--- config.mk ---
export PLATFORM = sky130hd
export DESIGN_NAME = cfg_bank_bl_wl_driver
export DESIGN_NICKNAME = d
export VERILOG_FILES = /design/src/rtl/cfg_bank_pkg.sv /design/src/rtl/cfg_bank_wl_decoder.sv /design/src/rtl/cfg_bank_bl_wl_driver.sv
export SDC_FILE = /design/constraint.sdc
export NUM_CORES = 1
export LEC_CHECK = 0
export ABC_AREA = 1
export CORE_ASPECT_RATIO = 0.7
export CORE_UTILIZATION = 45
export CTS_CLUSTER_SIZE = 10
export DETAILED_ROUTE_END_ITERATION = 6
export PLACE_DENSITY_LB_ADDON = 0.05
export SYNTH_ARGS = -nofsm -noshare
export SYNTH_HDL_FRONTEND = slang
export SYNTH_SLANG_ARGS = --single-unit
export TNS_END_PERCENT = 5
--- constraint.sdc ---
create_clock -name prog_clk -period 3.7 [get_ports prog_clk]
set_input_delay 0.555 -clock prog_clk [delete_from_list [all_inputs] [get_ports prog_clk]]
set_output_delay 0.555 -clock prog_clk [all_outputs]
set_load 0.02 [all_outputs]
--- src/rtl/cfg_bank_pkg.sv ---
// Shared types and constants for the configuration-bank bit-line/word-line driver.
package cfg_bank_pkg;

  typedef enum logic [1:0] {
    ST_IDLE  = 2'd0,
    ST_SETUP = 2'd1,
    ST_PULSE = 2'd2,
    ST_HOLD  = 2'd3
  } state_e;

  localparam int DEF_SETUP_CYC = 1;
  localparam int DEF_PULSE_CYC = 2;
  localparam int DEF_HOLD_CYC  = 1;

  // Phase timer must hold the longest phase length minus one.
  function automatic int timer_width(input int setup_cyc, input int pulse_cyc, input int hold_cyc);
    int max_cyc;
    max_cyc = setup_cyc;
    if (pulse_cyc > max_cyc) max_cyc = pulse_cyc;
    else                     max_cyc = max_cyc;
    if (hold_cyc > max_cyc)  max_cyc = hold_cyc;
    else                     max_cyc = max_cyc;
    return $clog2(max_cyc + 1);
  endfunction

  localparam int DEF_TMR_W = timer_width(DEF_SETUP_CYC, DEF_PULSE_CYC, DEF_HOLD_CYC);

endpackage

--- src/rtl/cfg_bank_wl_decoder.sv ---
// Word-line address to one-hot decoder; out-of-range addresses decode to all-zero.
module cfg_bank_wl_decoder #(
  parameter int NUM_WL    = 8,
  parameter int WL_ADDR_W = 3
) (
  input  logic                 en_i,
  input  logic [WL_ADDR_W-1:0] addr_i,
  output logic [0:NUM_WL-1]    wl_o,
  output logic                 in_range_o
);

  // Range check and one-hot decode
  always_comb begin
    wl_o       = '0;
    in_range_o = ({1'b0, addr_i} < (WL_ADDR_W + 1)'(NUM_WL));
    for (int i = 0; i < NUM_WL; i++) begin
      wl_o[i] = en_i && in_range_o && (addr_i == WL_ADDR_W'(i));
    end
  end

endmodule

--- src/rtl/cfg_bank_bl_wl_driver.sv ---
// Configuration-bank programming driver: accepts (wl address, bl data) words and
// sequences the shared bit-lines and one-hot word-lines through setup/pulse/hold.
module cfg_bank_bl_wl_driver
  import cfg_bank_pkg::*;
#(
  parameter int NUM_BL    = 8,
  parameter int NUM_WL    = 8,
  parameter int WL_ADDR_W = 3,
  parameter int SETUP_CYC = DEF_SETUP_CYC,
  parameter int PULSE_CYC = DEF_PULSE_CYC,
  parameter int HOLD_CYC  = DEF_HOLD_CYC,
  parameter int CNT_W     = 16
) (
  input  logic                 prog_clk,
  input  logic                 prog_reset_n,
  input  logic                 cfg_valid,
  output logic                 cfg_ready,
  input  logic [WL_ADDR_W-1:0] cfg_wl_addr,
  input  logic [NUM_BL-1:0]    cfg_bl_data,
  input  logic                 cfg_last,
  output logic [0:NUM_BL-1]    bl,
  output logic [0:NUM_WL-1]    wl,
  output logic                 busy,
  output logic                 done,
  output logic                 addr_err,
  output logic [CNT_W-1:0]     word_count
);

  localparam int TMR_W = timer_width(SETUP_CYC, PULSE_CYC, HOLD_CYC);
  localparam logic [TMR_W-1:0] SETUP_LD = TMR_W'(SETUP_CYC - 1);
  localparam logic [TMR_W-1:0] PULSE_LD = TMR_W'(PULSE_CYC - 1);
  localparam logic [TMR_W-1:0] HOLD_LD  = TMR_W'(HOLD_CYC - 1);
  localparam logic [TMR_W-1:0] TMR_ONE  = {{(TMR_W-1){1'b0}}, 1'b1};
  localparam logic [CNT_W-1:0] CNT_ONE  = {{(CNT_W-1){1'b0}}, 1'b1};
  localparam logic [CNT_W-1:0] CNT_MAX  = {CNT_W{1'b1}};

  state_e                 state_q, state_d;
  logic [TMR_W-1:0]       tmr_q, tmr_d;
  logic [WL_ADDR_W-1:0]   addr_q, addr_d;
  logic [NUM_BL-1:0]      data_q, data_d;
  logic                   last_q, last_d;
  logic [CNT_W-1:0]       cnt_q, cnt_d;
  logic                   done_q, done_d;
  logic                   err_q, err_d;
  logic                   ready_q, ready_d;
  logic                   busy_q, busy_d;
  logic [0:NUM_BL-1]      bl_q, bl_d;
  logic [0:NUM_WL-1]      wl_q, wl_s;
  logic                   in_range_s;
  logic                   accept_s;
  logic                   tmr_zero_s;

  assign accept_s   = cfg_valid && ready_q && (state_q == ST_IDLE);
  assign tmr_zero_s = (tmr_q == '0);

  // Phase sequencing; the single down-counter is reloaded on every state entry
  always_comb begin
    state_d = state_q;
    tmr_d   = tmr_q;
    case (state_q)
      ST_IDLE: begin
        if (accept_s) begin
          state_d = ST_SETUP;
          tmr_d   = SETUP_LD;
        end else begin
          state_d = ST_IDLE;
          tmr_d   = tmr_q;
        end
      end
      ST_SETUP: begin
        if (tmr_zero_s) begin
          state_d = ST_PULSE;
          tmr_d   = PULSE_LD;
        end else begin
          tmr_d   = tmr_q - TMR_ONE;
        end
      end
      ST_PULSE: begin
        if (tmr_zero_s) begin
          state_d = ST_HOLD;
          tmr_d   = HOLD_LD;
        end else begin
          tmr_d   = tmr_q - TMR_ONE;
        end
      end
      ST_HOLD: begin
        if (tmr_zero_s) begin
          state_d = ST_IDLE;
          tmr_d   = '0;
        end else begin
          tmr_d   = tmr_q - TMR_ONE;
        end
      end
      default: begin
        state_d = ST_IDLE;
        tmr_d   = '0;
      end
    endcase
  end

  // Word capture, saturating word counter and the done flag
  always_comb begin
    addr_d = addr_q;
    data_d = data_q;
    last_d = last_q;
    cnt_d  = cnt_q;
    done_d = done_q;
    if (accept_s) begin
      addr_d = cfg_wl_addr;
      data_d = cfg_bl_data;
      last_d = cfg_last;
      done_d = 1'b0;
      if (cnt_q != CNT_MAX) cnt_d = cnt_q + CNT_ONE;
      else                  cnt_d = cnt_q;
    end else if ((state_q == ST_HOLD) && tmr_zero_s && last_q) begin
      done_d = 1'b1;
    end else begin
      done_d = done_q;
    end
  end

  cfg_bank_wl_decoder #(
    .NUM_WL    (NUM_WL),
    .WL_ADDR_W (WL_ADDR_W)
  ) u_wl_dec (
    .en_i       (state_d == ST_PULSE),
    .addr_i     (addr_d),
    .wl_o       (wl_s),
    .in_range_o (in_range_s)
  );

  // Output next-values are derived from the next state so every output is a flop
  always_comb begin
    err_d = err_q;
    if (accept_s && !in_range_s) err_d = 1'b1;
    else                         err_d = err_q;
    ready_d = (state_d == ST_IDLE);
    busy_d  = (state_d != ST_IDLE);
    bl_d    = '0;
    for (int i = 0; i < NUM_BL; i++) begin
      bl_d[i] = (state_d != ST_IDLE) ? data_d[i] : 1'b0;
    end
  end

  // State and output registers
  always_ff @(posedge prog_clk or negedge prog_reset_n) begin
    if (!prog_reset_n) begin
      state_q <= ST_IDLE;
      tmr_q   <= '0;
      addr_q  <= '0;
      data_q  <= '0;
      last_q  <= 1'b0;
      cnt_q   <= '0;
      done_q  <= 1'b0;
      err_q   <= 1'b0;
      ready_q <= 1'b0;
      busy_q  <= 1'b0;
      bl_q    <= '0;
      wl_q    <= '0;
    end else begin
      state_q <= state_d;
      tmr_q   <= tmr_d;
      addr_q  <= addr_d;
      data_q  <= data_d;
      last_q  <= last_d;
      cnt_q   <= cnt_d;
      done_q  <= done_d;
      err_q   <= err_d;
      ready_q <= ready_d;
      busy_q  <= busy_d;
      bl_q    <= bl_d;
      wl_q    <= wl_s;
    end
  end

  assign cfg_ready  = ready_q;
  assign bl         = bl_q;
  assign wl         = wl_q;
  assign busy       = busy_q;
  assign done       = done_q;
  assign addr_err   = err_q;
  assign word_count = cnt_q;

endmodule

==> Word level (Yosys, flattened, before mapping) <==
Index checks and enable logic that the tools add are counted.
{ "word_totals": {"regBits": 51, "input_bits": 15, "out_inout_bits": 36} }
{ "classes": {"addsub": 2, "n_eq_ne": 13, "muxes": 21, "n_reduce_logical": 20} }
{ "op_table": {"columns": ["operator", "count"], "rows": [
  ["16-bit by 1-bit adder with 16-bit output (second input constant)", 1],
  ["16-bit != test (second input constant)", 1],
  ["3-bit == test (second input constant)", 4],
  ["1-bit logical AND", 12],
  ["2-bit 2-to-1 mux", 6],
  ["1-bit 2-to-1 mux", 11],
  ["8-bit 2-to-1 mux", 1],
  ["2-bit case mux with 4 select lines", 1],
  ["2-bit == test (second input constant)", 3],
  ["3-bit by 2-bit == test with 1-bit output (second input constant)", 2],
  ["2-bit logical NOT", 3],
  ["2-bit case mux with 3 select lines", 1],
  ["2-bit nonzero test", 2],
  ["3-bit by 1-bit == test with 1-bit output (second input constant)", 1],
  ["3-bit logical NOT", 1],
  ["3-bit 2-to-1 mux", 1],
  ["2-bit by 1-bit == test with 1-bit output (second input constant)", 1],
  ["2-bit != test (second input constant)", 1],
  ["2-bit AND reduction", 1],
  ["2-bit OR reduction", 1],
  ["2-bit by 1-bit subtractor with 2-bit output (second input constant)", 1]
]} }

==> Logic depth before layout (Yosys ltp) <==
{ "depth": {"word_depth": 6, "mapped_depth": 9, "mapped_depth_nobuf": 9} }

==> Hierarchy <==
A second synthesis with hierarchy kept.
{ "unflattened": {"hier_cells": 277, "area_unflattened_um2": 2363.5} }
{ "modules_own_cells": {"columns": ["module", "n_inst", "cells_each", "area_per_inst_um2", "seq_area_each_um2"], "rows": [
  ["cfg_bank_bl_wl_driver", 1, 258, 2288.4, 1301.2],
  ["cfg_bank_wl_decoder", 1, 19, 75.1, 0.0]
]} }

==> Worst setup path after synthesis <==
OpenSTA, ideal clock, no wires.
{ "synth_path": {"path_type": "register -> register", "from": "register cnt_q[1], in the netlist word_count[1]", "to": "register cnt_q[9], in the netlist word_count[9]", "setup_time_ns": 0.117, "arrival_time_ns": 1.375, "required_ns": 3.583, "path_slack_ns": 2.209, "path_stages_with_launch": 10, "n_path_buf": 1, "synth_period_minus_slack_ns": 1.491, "path_cell_list": "dfrtp_1 > ha_1 > nand3_2 > inv_1 > nand2_1 > nor2_1 > nor2_1 > buf_6 > nand2_1 > nand2_1"} }
{ "synth_between": {"elab_chain_len": 2, "word_cells_on_any_way": 3} }
{ "synth_rtl": {"columns": ["element", "line", "text"], "rows": [
  ["start, declared", "cfg_bank_bl_wl_driver.sv:42", "logic [CNT_W-1:0] cnt_q, cnt_d;"],
  ["start signal, assigned", "cfg_bank_bl_wl_driver.sv:166", "cnt_q <= cnt_d;"],
  ["parallel branches: the longest is 2 deep, another holds 16-bit by 1-bit adder with 16-bit output", null, null]
]} }
Parallel ways; which one is timed is not known.
A chain may end at the register's enable or synchronous reset.

==> Worst setup path after layout <==
{ "layout_path": {"from": "input port cfg_valid", "to": "register cnt_q[3], in the netlist word_count[3]"} }
{ "layout_between": {"elab_chain_len": 3} }
{ "layout_rtl": {"columns": ["element", "line", "text"], "rows": [
  ["start, declared", "cfg_bank_bl_wl_driver.sv:16", "input logic cfg_valid,"],
  ["1-bit logical AND (2 in a row)", "cfg_bank_bl_wl_driver.sv:53", "assign accept_s = cfg_valid && ready_q && (state_q == ST_IDLE);"],
  ["2-bit AND reduction (no source line)", null, null]
]} }
Every way passes these cells.

==> out/metrics.cfg <==
[worst_setup_path]
cpMaxStageDelayCell=nor2_1
cpPeakStageDelay_ps=680
cp-start-kind=input pin
worst-path-buf-inv=2
regToRegStartpoint=word_count[0]
reg2reg_slack_ps=1740
critPathRequiredTime_ps=3930
cp_top_family=simple AND/OR/NAND/NOR gates
cp_common_cell=nand2_1
crit_start=cfg_valid
arrival_ps=2400
worstReg2RegEnd=word_count[3]
cp-end-kind=flip-flop
reg2reg_depth=8
cp.depth=7
cp-endpoint=word_count[3]
worstPathCellList=clkdlybuf4s50_1 > nand2_1 > inv_1 > nand2_2 > nor2_1 > nand2_1 > o21ai_1
crit_fanout=23
critical_path_class=in2reg

[power]
pwr_density_cell_mw_per_mm2=642
ir_worst_vdd_uv=318
cellLeakagePower_nw=1.49

[synth]
synthCells=296
synth_top_family_by_area=simple AND/OR/NAND/NOR gates
yosysSeqAreaShare_pct=53.3
synth_top_area_cell=dfrtp_1
synth_fp_nets=312
syn-cell-area_mm2=0.00239
synthAdderAreaFrac_pct=0.522
synth-seq-cells=51
synth_top_area_share_pct=53.3
synthMuxAreaShare_pct=0
synth.distinct_cells=26
netlist_top_cells_area=dfrtp_1 (53%), nand2_1 (19%), nor2_1 (5.2%)
synthSimpleGateAreaFrac_pct=33.0
ys_warn_count=0
synthXorXnorAreaFrac_pct=2.56
syn_avg_cell_area_um2=8.09
synth_compound_area_share_pct=2.87

[min_path]
hold_class=in2async

[cts]
root_buffer=clkbuf_8
numCtsBuffers=5
hold_buffers=0
post-cts-setup-buffers=0
clk_path_buf_depth=2
cts_sinks=51
post_cts_resize_count=0
cts_tree=built
ctsHtreeMaxLevel=2
clkLatencyLatePin_ps=300
clkSlewWorstSetupHoldPaths_ps=90

[timing]
max_freq_mhz=460
final_max_slew_viol_count=0
period_share_pct=58.7
hold_viol=0
finalSetupViolCount=0
rsz0062_at_grt=false
finalSetupTns_ps=0
period_minus_slack_ps=2170
max-slew-margin-rel_pct=50.6
skew_ps=7.57
holdWs_ps=293
tightest_slew_ps=738
setup_slack_ps=1530

[detailed_routing]
wl_per_cell_um=11.6
drc=0
wl_um=4830
vias=1910
drt-pass1-iter-count=4
vias_per_cell=4.59
drt_iter0_drc=118
ant_nets=0

[outcome]
outcome=complete, no violations

[floorplan]
die_h_um=63.0
coreArea_mm2=0.00494
dieArea_mm2=0.00562
rows=21
fp.dieW_um=89.2
io_pins=51
start_util_pct=48.5

[global_route]
grt_pass1_vias=1759
overflow=0
antenna_found_initial=0
grt_first_pass_wirelength_um=8320
grt_max_degree=34
grtUsageTotal_pct=19.7

[placed_design]
pre_cts_slack_ps=1240
hpwlAfterDp_um=3470
io_buffers=49
gp_congestion=0.813

[finish]
nets=363
area_growth_syn_to_layout_pct=26.1
drive_gt1_share_pct=7.49
final_common_cell=nand2_1
n_antenna_cell=0
final_cell_mix=nand2_1 (121), dfrtp_1 (51), clkdlybuf4s50_1 (48)

[flow_run]
drv_cap=0

[layer usage]
| layer | GRT usage [%] | wire, um | up-vias | part of all wire, % |
|---|---|---|---|---|
| li1 | - | - | 993 | - |
| met5 | 0 | 0 | - | 0 |
| met2 | 25.8 | 1980 | 54 | 41 |
| met4 | 4.56 | 24 | 0 | 0.50 |
| met1 | 31.4 | 2530 | 861 | 52 |
| met3 | 5.94 | 300 | 2 | 6.2 |
[area by class of cell]
class / instances / area, um^2
sequential: 51 / 1280
timing repair buffer: 50 / 493
fill: 471 / 1920
multi-input combinational: 206 / 936
tap: 69 / 86.3
clock buffer: 6 / 72.6
inverter: 33 / 125
clock inverter: 1 / 30.0
[Yosys cell counts]
cell type,number
nand4_1,6
inv_1,31
o21ai_1,6
o21ai_0,3
nand3_1,9
conb_1,1
clkinv_2,1
nor2_4,2
nand2_4,2
buf_6,4
nand2_1,121
xnor2_1,6
nor2_1,33
buf_4,1
nand3b_1,1
nand3_2,2
buf_2,1
o21ai_2,1
dfrtp_1,51
ha_1,1
inv_2,1
o21bai_1,1
nand2_2,7
nor2_2,2
xor2_1,1
o31ai_1,1
[kinds of logic after synthesis]
logic type / after synthesis
xor+xnor: 7
fa+ha+maj: 1
other cells: 1
flops: 51
simple gates: 185
buf+inv: 39
compound gates: 12
[power by group]
| part | total, W | switching [W] | internal [W] | leakage, nW |
|---|---|---|---|---|
| Sequential | 0.000814 | 0.0000865 | 0.000727 | 0.664 |
| Combinational | 0.000752 | 0.000455 | 0.000297 | 0.779 |
| Clock | 0.000372 | 0.000173 | 0.000198 | 0.0513 |
[worst reg2reg max path, cell delays in order, from the launching register on]
cell and delay (ps):
dfrtp_1 430, ha_1 260, nand3_2 130, inv_1 50, nand2_1 150, nor2_1 70
nor2_1 570, nand2_1 120, o21ai_1 110
[stage by stage]
step                power, W  instances  instance area, um^2  util [%]
CTS                  0.00196        416                 3020      61.1
detailed placement   0.00158        409                 2920      59.0
floorplan            0.00130        296                 2390         -
global route         0.00209        416                 3020      61.1
finish               0.00194        416                 3020      61.1
global placement     0.00157        409                 2920      59.0
[worst min path at each step]
stage	start	to	cells past startpoint
2_1_floorplan	prog_reset_n	addr_q[0]	0
3_3_place_gp	data_q[1]	data_q[1]	2
3_5_place_dp	data_q[5]	data_q[5]	2
4_1_cts	prog_reset_n	word_count[2]	1
5_1_grt	prog_reset_n	wl[1]	1
6_report	prog_reset_n	word_count[2]	1
[state kept, by name, summed over array words and instances (netlist names)]
| signal | count |
|---|---|
| word_count | 16 |
| bl | 8 |
| data_q | 8 |
| done | 1 |
| state_q | 2 |
| tmr_q | 2 |
| wl | 8 |
| cfg_ready | 1 |
| last_q | 1 |
| addr_q | 3 |
| busy | 1 |
No activity file was read; power rests on OpenSTA's default activity.
